[config.mk]
export PLATFORM = sky130hd
export DESIGN_NAME = mod_counter
export DESIGN_NICKNAME = d
export VERILOG_FILES = /design/src/rtl/mod_counter.sv
export SDC_FILE = /design/constraint.sdc
export NUM_CORES = 1
export LEC_CHECK = 0
export ABC_CLOCK_PERIOD_IN_PS = 4650
export BUFFER_PORTS_ARGS = -buffer_cell sky130_fd_sc_hd__buf_4
export CAP_MARGIN = 20
export CORE_AREA = 2 2 113 88
export DETAILED_ROUTE_END_ITERATION = 12
export DIE_AREA = 0 0 115 90
export REMOVE_ABC_BUFFERS = 1
export SLEW_MARGIN = 0
export SYNTH_ARGS = -nofsm -noshare
export SYNTH_HDL_FRONTEND = slang
export SYNTH_SLANG_ARGS = --single-unit
[constraint.sdc]
create_clock -name clk -period 4.65 [get_ports clk]
set_input_delay 1.1625 -clock clk [delete_from_list [all_inputs] [get_ports clk]]
set_output_delay 1.1625 -clock clk [all_outputs]
set_load 0.02 [all_outputs]
[src/rtl/mod_counter.sv]
// mod_counter: parametrised up/down counter with programmable step, runtime
// modulus (limit), wrap/saturate ends, terminal-count pulse and sticky flag.
module mod_counter #(
   parameter int unsigned WIDTH  = 16,
   parameter int unsigned STEP_W = 4
) (
   input  logic              clk,
   input  logic              rst,
   input  logic              ld_cnt,
   input  logic [WIDTH-1:0]  data_in,
   input  logic              count_enb,
   input  logic              updn_cnt,
   input  logic [STEP_W-1:0] step,
   input  logic [WIDTH-1:0]  limit,
   input  logic              sat_mode,
   input  logic              clr_flag,
   output logic [WIDTH-1:0]  data_out,
   output logic              tc,
   output logic              ovf,
   output logic              zero
);

   localparam int unsigned EXT_W = WIDTH + 1;

   logic [WIDTH-1:0] cnt_nxt;
   logic             tc_nxt;
   logic             ovf_nxt;

   logic [EXT_W-1:0] sum_c;
   logic [EXT_W-1:0] lim_ext_c;
   logic [WIDTH-1:0] step_ext_c;
   logic             out_of_range_c;

   // Next-count, boundary event and flag computation.
   always_comb begin
      cnt_nxt        = data_out;
      tc_nxt         = 1'b0;
      ovf_nxt        = ovf;
      step_ext_c     = WIDTH'(step);
      sum_c          = EXT_W'(data_out) + EXT_W'(step);
      lim_ext_c      = EXT_W'(limit);
      out_of_range_c = (data_out > limit);

      if (!ld_cnt) begin
         // Loads are clamped into range silently.
         cnt_nxt = (data_in > limit) ? limit : data_in;
      end else if (count_enb) begin
         if (out_of_range_c) begin
            // Limit was lowered under us: pull back to limit as an event.
            cnt_nxt = limit;
            tc_nxt  = 1'b1;
         end else if (updn_cnt) begin
            if (sum_c > lim_ext_c) begin
               cnt_nxt = sat_mode ? limit : '0;
               tc_nxt  = 1'b1;
            end else begin
               cnt_nxt = WIDTH'(sum_c);
            end
         end else begin
            if (step_ext_c > data_out) begin
               cnt_nxt = sat_mode ? '0 : limit;
               tc_nxt  = 1'b1;
            end else begin
               cnt_nxt = data_out - step_ext_c;
            end
         end
      end

      // Event sets the flag and wins over a simultaneous clear.
      if (tc_nxt) begin
         ovf_nxt = 1'b1;
      end else if (clr_flag) begin
         ovf_nxt = 1'b0;
      end
   end

   // State register with synchronous reset.
   always_ff @(posedge clk) begin
      if (rst) begin
         data_out <= '0;
         tc       <= 1'b0;
         ovf      <= 1'b0;
      end else begin
         data_out <= cnt_nxt;
         tc       <= tc_nxt;
         ovf      <= ovf_nxt;
      end
   end

   // Zero decode straight off the count register.
   always_comb begin
      zero = (data_out == '0);
   end

endmodule
=== Word level (Yosys, flattened, before mapping) ===
Index checks and enable logic that the tools add are counted.

* Register bits: 18
* Input port bits: 43
* Output and inout bits: 19
* Word-level logic and storage cells: 29

* $add $sub $neg: 2
* $lt $le $gt $ge: 4
* Equality and inequality tests: 1
* Muxes and demuxes: 17
* Reduce and logical (&&, ||, !) cells: 2

{| class="wikitable"
|+ Operators by type and width
! kind !! count
|-
| 16-bit 2-to-1 mux || 9
|-
| 16-bit greater-than comparator || 2
|-
| 16-bit by 4-bit adder with 17-bit output || 1
|-
| 17-bit by 16-bit greater-than comparator with 1-bit output || 1
|-
| 4-bit by 16-bit greater-than comparator with 1-bit output || 1
|-
| 16-bit zero test || 1
|-
| 16-bit by 4-bit subtractor with 16-bit output || 1
|-
| 1-bit 2-to-1 mux || 8
|-
| 2-bit by 1-bit inequality test with 1-bit output (second input constant) || 1
|-
| 2-bit nonzero test || 1
|}

=== Depth between registers and ports, before layout ===
Gate-level depths: netlist of the first run.

* Depth after elaboration: 8
* Gate-level depth with buffers: 16
* Mapped depth without buffers: 15

=== Least setup slack after synthesis of the first run ===
OpenSTA, ideal clock, no wires.

* Path type: input to register
* Start point: input step[0]
* End point: register data_out[8]
* Library setup time: 0.122 ns
* Data arrival time: 4.395 ns
* Setup slack: 0.133 ns
* Cell stages on the path: 16
* Buffers on the path: 1
* Path through: ha_1 inv_1 fa_1 o21bai_1 a21oi_1 nor4b_1 xnor2_1 ha_1 nand4_1 o221ai_1 a211o_1 o211a_1 nor2_1 clkbuf_1 a31oi_1 a221o_1

* Longest elaborated chain between the ends: 7
* Elaborated cells between the ends (all ways): 10

{| class="wikitable"
|+ Ends and longest elaborated chain
! item !! RTL line !! text
|-
| start: declaration || 13 || <nowiki>input logic [STEP_W-1:0] step,</nowiki>
|-
| 16-bit by 4-bit adder with 17-bit output || 40 || <nowiki>sum_c = EXT_W'(data_out) + EXT_W'(step);</nowiki>
|-
| 17-bit by 16-bit greater-than comparator with 1-bit output || 53 || <nowiki>if (sum_c > lim_ext_c) begin</nowiki>
|-
| 16-bit 2-to-1 mux || 53 ||
|-
| 16-bit 2-to-1 mux (*) || 52 || <nowiki>end else if (updn_cnt) begin</nowiki>
|-
| 16-bit 2-to-1 mux (*) || 48 || <nowiki>if (out_of_range_c) begin</nowiki>
|-
| 16-bit 2-to-1 mux (*) || 47 || <nowiki>end else if (count_enb) begin</nowiki>
|-
| 16-bit 2-to-1 mux (*) || 44 || <nowiki>if (!ld_cnt) begin</nowiki>
|-
| end signal: assignment || 84 || <nowiki>data_out <= cnt_nxt;</nowiki>
|-
| end: declaration || 17 || <nowiki>output logic [WIDTH-1:0] data_out,</nowiki>
|}

Mark *: on every way between the ends. The rest lies on a longest branch, timed or not. The select of a mux whose other input is x is not followed.
A chain may end at the register's enable or synchronous reset.

=== Worst setup path in the final report of the first run ===
* Start point: input step[0]
* End point: register data_out[10]

The elaborated chain is that of the path after synthesis.

==> results of run 1 <==
-- cells in the final DEF, fill, tap and decap left out, types with 3 or more instances in the layout --
master     count
a211oi_1      14
a32oi_1        3
nor2b_1       12
mux2_2         3
or2_2          4
xor2_1        12
nor2_1        24
xnor2_1        8
or4_1          7
o21ai_0       15
nor3_1        20
a21oi_1       21
buf_4         76
inv_1         32
nand3_1       20
a22oi_1        4
o221ai_1       6
a31oi_1       12
nand4_1       10
o21a_1         5
o311ai_0       5
a31o_2         6
o211ai_1       9
nor4_1         6
o31ai_1        8
clkbuf_16      3
mux2i_1       10
a21o_1         8
and4_1         4
nand2_1       22
dfxtp_1       18
or3_1          5
nand2b_1       3
ha_1          56
-- area by class of cell --
class,instances,share of cell area (%)
flip-flops and latches,18,8.39
well taps,115,3.35
multi-input cells,390,70.0
repair buffers,76,13.3
inverters,33,2.88
clock buffers,4,2.07
-- power groups by stage --
stage	Sequential (uW)	Combinational (uW)	Clock, uW
final	229	622	209
after global routing	231	680	211
after CTS	225	604	207
after detailed placement	229	597	0
after global placement	228	588	0
after floorplan	230	370	0
-- metal layers --
layer	vias to the layer above	global-route usage, %	routed length, um
li1	1922	-	-
met1	1867	39.7	6250
met2	245	35.1	5410
met3	18	4.79	1490
met4	0	4.12	154
met5	-	0	0
-- repair_timing --
item / CTS / global route
gates resized for setup: 0 / 7
setup endpoints to repair: 0 / 18
hold endpoints to repair: 0 / 0
buffers inserted: 0 / 0
-- kinds of logic after synthesis --
logic type	share of synthesized area, %
multiplexers	3.72
adder cells (fa/ha/maj)	20.6
XOR/XNOR	5.11
buffers and inverters	7.36
AND/OR/NAND/NOR	22.7
flip-flops	10.0
AO/OA/AOI/OAI	30.6
-- flip-flops by register name (all words and copies together) (netlist names) --
| register | count |
|---|---|
| data_out | 16 |
| ovf | 1 |
| tc | 1 |
-- critical path, stage by stage --
cell      delay [ns]
buf_4           0.09
ha_1            0.16
inv_1           0.06
fa_1            0.39
o21bai_1        0.20
a21oi_2         0.15
nor4b_2         0.31
xnor2_1         0.17
ha_1            0.36
nand4_1         0.16
o221ai_1        0.28
a211o_1         0.18
o211a_1         0.21
nor2_2          0.07
buf_4           0.17
o311ai_0        0.33
a31o_2          0.21
-- per-stage QoR --
| step | power [uW] | setup TNS, ns | hold WS [ns] | util [%] | cells |
|---|---|---|---|---|---|
| global route | 1120 | -0.0352 | 0.493 | 46.1 | 636 |
| floorplan | 600 | 0 | 0.572 | - | 441 |
| finish | 1060 | 0 | 0.454 | 46.1 | 636 |
| CTS | 1040 | 0 | 0.459 | 45.8 | 636 |
| detailed placement | 825 | -0.793 | 0.445 | 44.9 | 632 |
| global placement | 816 | -0.00102 | 0.434 | 44.9 | 632 |
-- worst paths after layout --
kind,slack [ns],cells after the start,from,end
hold reg to reg,0.45,1,ovf,ovf
setup reg to reg,0.70,15,data_out[1],data_out[10]
hold / removal,0.45,1,ovf,ovf
setup / recovery,0.19,17,step[0],data_out[10]
-- synthesized netlist by cell type (9+ instances only) --
library cell,instances,area (um2)
o21ai_0,15,75.1
nor3_1,21,105
xnor2_1,9,78.8
a31oi_1,12,75.1
nand2_1,22,82.6
xor2_1,12,105
nand3_1,20,100
nor2b_1,12,75.1
mux2i_1,10,100
nand4_1,10,62.6
o211ai_1,9,67.6
a21oi_1,22,110
dfxtp_1,18,360
a211oi_1,15,113
inv_1,32,120
ha_1,56,701
clkbuf_1,25,93.8
nor2_1,25,93.8
==> impl_metrics.yaml, run 1 <==
clock_network:
  clock_sinks: 18
  htreeDepth: 1
  root_buffer: "clkbuf_16"
  clk_latency_ns: 0.26
  numCtsBuffers: 3
  holdBufCountCts: 0
  cts_buffer_depth: 2
  clk_pin_slew_ns: 0.06
  cts_tree: "yes"
timing:
  slew_headroom_pct: 39.6
  fmax_mhz: 224
  finalCriticalPeriod_ns: 4.46
  worst_pin_slew_ns: 0.902
  finClkSkew_ns: 0.00420
  fin_ws_ns: 0.187
  drv_slew: 0
  final_hold_viol_count: 0
  setup_viol: 0
  min_period_over_period_pct: 96.0
logic_synthesis:
  synth-seq-cells: 18
  yosys.cell_types.count: 68
  synth_edf_count: 0
  seq_area_frac_synth_pct: 10.0
  postSynthAreaPerCell_um2: 7.63
  async_flop_share_pct: 0
  synthesis.area_mm2: 0.00360
  netlist_instances: 472
  synth_ff_type: "dfxtp_1"
  ys_warn_count: 0
route:
  viasPerCell: 6.37
  drt_pass1_iterations: 5
  wl_um: 13300
  ant_nets: 0
  routedWlPerCell_um: 20.9
  drc: 0
  drt_iter0_markers: 335
  vias: 4052
finish:
  multi_input_area_mm2: 0.00301
  area.sequential_um2: 360
  drive_gt1_share_pct: 20.3
  fillers: 944
  fin_nets: 623
  final_cell_area_mm2: 0.00429
  syn2layout_area_growth_pct: 19.2
  diodes: 0
pwr:
  p_seq_share_pct: 21.6
  power-per-cell-area_mw_per_mm2: 247
  p_leak_uw: 0.00191
  clock_power_share_pct: 19.7
  combPwrFrac_pct: 58.7
  internal-power_uw: 573
  vdd_drop_max_v: 0.000138
  swShare_pct: 45.9
  p_sw_uw: 486
grt:
  grt_overflow_total: 0
  grt_max_degree: 22
  gr-usage-all-layers_pct: 25.1
  grt_pass1_wl_um: 20500
  grt_pass1_vias: 3705
  antenna_found_initial: 0
place:
  finalWeightedCongestion: 0.925
  portBuffers: 61
  hpwl_um: 10500
  dpl-instance-area_mm2: 0.00418
  dp_slack_ns: -0.118
setup_path:
  required_ns: 4.86
  crit_type: "in2reg"
  crit_fanout: 7
  arrival_ns: 4.67
  end_kind: "register"
  crit_path_start_kind: "input port"
die:
  fp.dieH_um: 90
  dieWidth_um: 115
  ios: 62
  start_util_pct: 38.7
  dieArea_mm2: 0.0104
  core_area_mm2: 0.00931
  rows: 31
run:
  maxCapViolCount: 0
status:
  outcome: "complete, no violations"
hold_path:
  hp-class: "reg2reg"
Power figures use the tool's default switching activity.
==> run 2: changes to the inputs <==
CORE_AREA = 2 2 99 77   (was 2 2 113 88)
CTS_CLUSTER_DIAMETER = 80   (was default)
DIE_AREA = 0 0 101 79   (was 0 0 115 90)
PLACE_DENSITY = 0.77   (was default)
==> impl_metrics.yaml, run 2 (synthesized netlist as in run 1, its figures left out) <==
status:
  outcome: "complete, no violations"
grt:
  grt_pass1_wl_um: 19600
  grt_overflow_total: 0
  grt_pass1_vias: 3776
  grt_max_degree: 22
  gr-usage-all-layers_pct: 31.2
  antenna_found_initial: 0
clock_network:
  root_buffer: "clkbuf_8"
  numCtsBuffers: 3
  clk_pin_slew_ns: 0.08
  clk_latency_ns: 0.26
  cts_tree: "yes"
  htreeDepth: 1
  cts_setup_buffers: 0
  cts_buffer_depth: 2
  holdBufCountCts: 0
  clock_sinks: 18
  cts_resized: 0
setup_path:
  crit_path_start_kind: "input port"
  arrival_ns: 4.55
  crit_type: "in2reg"
  required_ns: 4.81
  r2r-end: "data_out[10]"
  end_kind: "register"
  crit_fanout: 11
  reg2reg_depth: 16
  reg2reg_from: "data_out[1]"
  reg2reg_setup_slack_ns: 0.76
finish:
  syn2layout_area_growth_pct: 15.7
  drive_gt1_share_pct: 19.0
  final_common_cell: "buf_4"
  diodes: 0
  top_register: "data_out"
  fin_nets: 620
  stdcell_count: 604
  largest_reg_flops: 16
  final_cell_area_mm2: 0.00417
  final_cell_mix: "buf_4, ha_1, inv_1"
  reg_top3: "data_out (16), ovf (1), tc (1)"
timing:
  setup_viol: 0
  finalCriticalPeriod_ns: 4.38
  drv_slew: 0
  finalSetupTns_ns: 0
  slew_headroom_pct: 40.1
  rsz0062_at_grt: "false"
  fin_ws_ns: 0.266
  worst_pin_slew_ns: 0.895
  fmax_mhz: 228
  final_hold_viol_count: 0
  min_period_over_period_pct: 94.3
  finClkSkew_ns: 0.00144
place:
  dp_slack_ns: -0.0287
  hpwl_um: 9820
  dp.cells: 601
  dpl-instance-area_mm2: 0.00412
  finalWeightedCongestion: 0.937
  portBuffers: 61
pwr:
  p_leak_uw: 0.00187
  vdd_drop_max_v: 0.000108
  power-per-cell-area_mw_per_mm2: 229
route:
  routedWlPerCell_um: 20.0
  drc: 0
  wl_um: 12100
  viasPerCell: 6.75
  drt_pass1_iterations: 6
  vias: 4077
  drt_iter0_markers: 548
  ant_nets: 0
die:
  core_area_mm2: 0.00709
  dieWidth_um: 101
  fp.dieH_um: 79
  start_util_pct: 50.8
  rows: 27
  dieArea_mm2: 0.00798
  ios: 62
hold_path:
  hold_depth: 1
  hp-class: "reg2reg"
  hold_start: "ovf"
  holdPathEnd: "ovf"
run:
  maxCapViolCount: 0
[run 2: cell types whose count changed in the layout (fill, tap and decap cells not counted), sizes merged]
cell | before | now
buf | 76 | 73
clkbuf | 4 | 3
[run 2: where the power goes]
group | switching, uW | leakage, uW | internal (uW)
registers | 53.7 | 0.000149 | 172
clock network | 61.3 | 0.0000216 | 57.9
logic | 344 | 0.00170 | 265
total | 459 | 0.00187 | 495
[run 2: worst max-delay path by stage]
stage,from,endpoint
6_report,step[0],data_out[10]
5_1_grt,step[0],data_out[7]
4_1_cts,step[0],data_out[10]
3_5_place_dp,step[0],data_out[9]
3_3_place_gp,step[0],data_out[1]
2_1_floorplan,step[0],data_out[8]
[run 2: final cells by class]
class,count,area (um2)
fill,652,2930
inverter,33,124
tap,87,109
clock buffer,3,41.3
timing repair buffer,73,548
multi-input combinational,390,2990
sequential,18,360
[run 2: worst max-delay path: stages]
cell and delay [ns]:
buf_4 0.09, ha_1 0.14, inv_1 0.05, fa_1 0.40
o21bai_1 0.19, a21oi_2 0.13, buf_4 0.16, nor2_1 0.12
xnor2_1 0.18, ha_1 0.30, nand4_1 0.12, nor3_1 0.06
a2111o_1 0.40, o211a_1 0.29, nor2_1 0.15, buf_4 0.20
o311ai_0 0.13, a31o_2 0.26
[run 2: through the flow]
step,hold WS [ns],total power [uW],util (%)
after global routing,0.493,1020,58.8
after detailed placement,0.447,816,58.0
final,0.474,954,58.8
after floorplan,0.572,600,-
after CTS,0.471,933,58.6
after global placement,0.439,800,57.9
[run 2: per-layer routing]
| layer | GRT usage, % | up-vias | part of all wire [%] |
|---|---|---|---|
| li1 | - | 1910 | - |
| met1 | 46.1 | 1886 | 45 |
| met2 | 45.5 | 262 | 41 |
| met3 | 8.01 | 19 | 13 |
| met4 | 5.95 | 0 | 0.96 |
| met5 | 0 | - | 0 |
==> run 3: changes to the inputs <==
CELL_PAD_IN_SITES_DETAIL_PLACEMENT = 0   (was default)
CELL_PAD_IN_SITES_GLOBAL_PLACEMENT = 1   (was default)
CORE_AREA = 2 2 116 90   (was 2 2 99 77)
DIE_AREA = 0 0 118 92   (was 0 0 101 79)
PLACE_DENSITY = default   (was 0.77)
PLACE_DENSITY_LB_ADDON = 0.1   (was default)
==> impl_metrics.yaml, run 3 (synthesized netlist as in run 1, its figures left out) <==
status:
  outcome: "complete, no violations"
timing:
  rsz0062_at_grt: "true"
  min_period_over_period_pct: 96.1
  setup_viol: 0
  fmax_mhz: 224
  slew_headroom_pct: 39.8
  drv_slew: 0
  finClkSkew_ns: 0.00146
  finalCriticalPeriod_ns: 4.47
  finalSetupTns_ns: 0
  final_hold_viol_count: 0
  worst_pin_slew_ns: 0.899
finish:
  drive_gt1_share_pct: 20.2
  reg_top3: "data_out (16), ovf (1), tc (1)"
  largest_reg_flops: 16
  top_register: "data_out"
  stdcell_count: 660
  final_cell_mix: "buf_4, ha_1, inv_1"
  final_common_cell: "buf_4"
  fin_nets: 626
  syn2layout_area_growth_pct: 20.1
  diodes: 0
setup_path:
  cp_slowest_cell: "fa_1"
  crit_type: "in2reg"
  critical_path_buf_inv_count: 3
  path_cells: "buf_4, ha_1, inv_1, fa_1, o21bai_1, a21oi_2, nor4b_2, xnor2_1, ha_1, nand4_1, o221ai_1, a211o_1, o211a_1, nor2_1, buf_4, a211oi_1, o221ai_1"
  reg2reg_setup_slack_ns: 0.70
  cp_top_family: "compound AO/OA/AOI/OAI gates"
  reg2reg_from: "data_out[1]"
  crit_fanout: 11
  crit_path_start_kind: "input port"
  cp-startpoint: "step[0]"
  path_depth: 17
  end_kind: "register"
  required_ns: 4.77
  r2r-end: "data_out[1]"
  reg2reg_depth: 15
  arrival_ns: 4.59
  endpoint: "data_out[1]"
  max_stage_delay_ns: 0.39
clock_network:
  clock_sinks: 18
  holdBufCountCts: 0
  cts_buffer_depth: 2
  numCtsBuffers: 3
  clk_latency_ns: 0.25
  cts_setup_buffers: 0
  cts_tree: "yes"
  htreeDepth: 1
  root_buffer: "clkbuf_16"
  clk_pin_slew_ns: 0.06
  cts_resized: 0
die:
  start_util_pct: 36.4
  ios: 62
  fp.dieH_um: 92
  dieArea_mm2: 0.0109
  dieWidth_um: 118
  rows: 32
  core_area_mm2: 0.00989
pwr:
  swShare_pct: 45.0
  p_seq_share_pct: 21.9
  power-per-cell-area_mw_per_mm2: 240
  internal-power_uw: 573
  combPwrFrac_pct: 59.4
  p_sw_uw: 468
  p_leak_uw: 0.00192
  clock_power_share_pct: 18.7
  vdd_drop_max_v: 0.0000832
route:
  drt_pass1_iterations: 5
  ant_nets: 0
  drt_iter0_markers: 287
  wl_um: 13200
  drc: 0
  vias: 3981
  routedWlPerCell_um: 20.0
  viasPerCell: 6.03
place:
  portBuffers: 61
  finalWeightedCongestion: 0.923
  hpwl_um: 10800
  dp.cells: 656
hold_path:
  hp-class: "reg2reg"
grt:
  grt_pass1_vias: 3799
  grt_overflow_total: 0
  grt_max_degree: 22
  antenna_found_initial: 0
  grt_pass1_wl_um: 21000
  gr-usage-all-layers_pct: 24.4
run:
  maxCapViolCount: 0
-- run 3: cell count changes in the layout (fill, tap and decap cells not counted) --
cell / change
buf_4: +6
clkbuf_16: +3
nor3b_1: -1
clkbuf_8: -2
nor3b_2: +1
-- run 3: power groups by stage --
| stage | clock network [uW] | registers [uW] | logic (uW) |
|---|---|---|---|
| after floorplan | 0 | 230 | 370 |
| after global placement | 0 | 230 | 605 |
| after detailed placement | 0 | 230 | 604 |
| after CTS | 196 | 226 | 609 |
| after global routing | 203 | 232 | 684 |
| final | 195 | 228 | 618 |
-- run 3: stage by stage --
step	setup WS, ns	power, uW	hold slack, ns	util [%]	instance area (um2)
floorplan	0.124	600	0.572	-	3460
global placement	-0.0151	835	0.437	42.7	4220
detailed placement	-0.0546	834	0.451	42.7	4220
CTS	0.185	1030	0.464	43.6	4310
global route	-0.0623	1120	0.474	43.8	4330
finish	0.180	1040	0.464	43.8	4330
-- run 3: worst register-to-register path: stages, from the launching register on --
cell and delay, ns:
dfxtp_1 0.50, inv_1 0.15, fa_1 0.43, o21bai_1 0.19, a21oi_2 0.13, nor4b_2 0.32, xnor2_1 0.15, ha_1 0.34
nand4_1 0.12, o221ai_1 0.27, a211o_1 0.19, o211a_1 0.24, nor2_1 0.08, buf_4 0.19, a211oi_1 0.33, o221ai_1 0.17
-- run 3: area by class of cell --
class,count,area [um2]
Inverter,33,124
Sequential cell,18,360
Tap cell,136,170
Timing Repair Buffer,79,593
Fill cell,1041,5560
Clock buffer,4,88.8
Multi-Input combinational cell,390,2990
-- run 3: per-layer routing --
| metal | global-route usage, % | wire length, um | part of all wire, % | vias to the layer above |
|---|---|---|---|---|
| met5 | 0 | 0 | 0 | - |
| met3 | 2.05 | 857 | 6.5 | 4 |
| met2 | 37.1 | 5520 | 42 | 164 |
| li1 | - | - | - | 1922 |
| met4 | 2.81 | 60 | 0.46 | 0 |
| met1 | 37.9 | 6740 | 51 | 1891 |
-- run 3: how the worst min path moves through the flow --
| stage | startpoint | endpoint | slack (ns) | cells after the start |
|---|---|---|---|---|
| after floorplan | ovf | ovf | 0.57 | 1 |
| after global placement | ovf | ovf | 0.44 | 1 |
| after detailed placement | ovf | ovf | 0.45 | 1 |
| after CTS | ovf | ovf | 0.46 | 1 |
| after global routing | ovf | ovf | 0.47 | 1 |
| final | ovf | ovf | 0.46 | 1 |
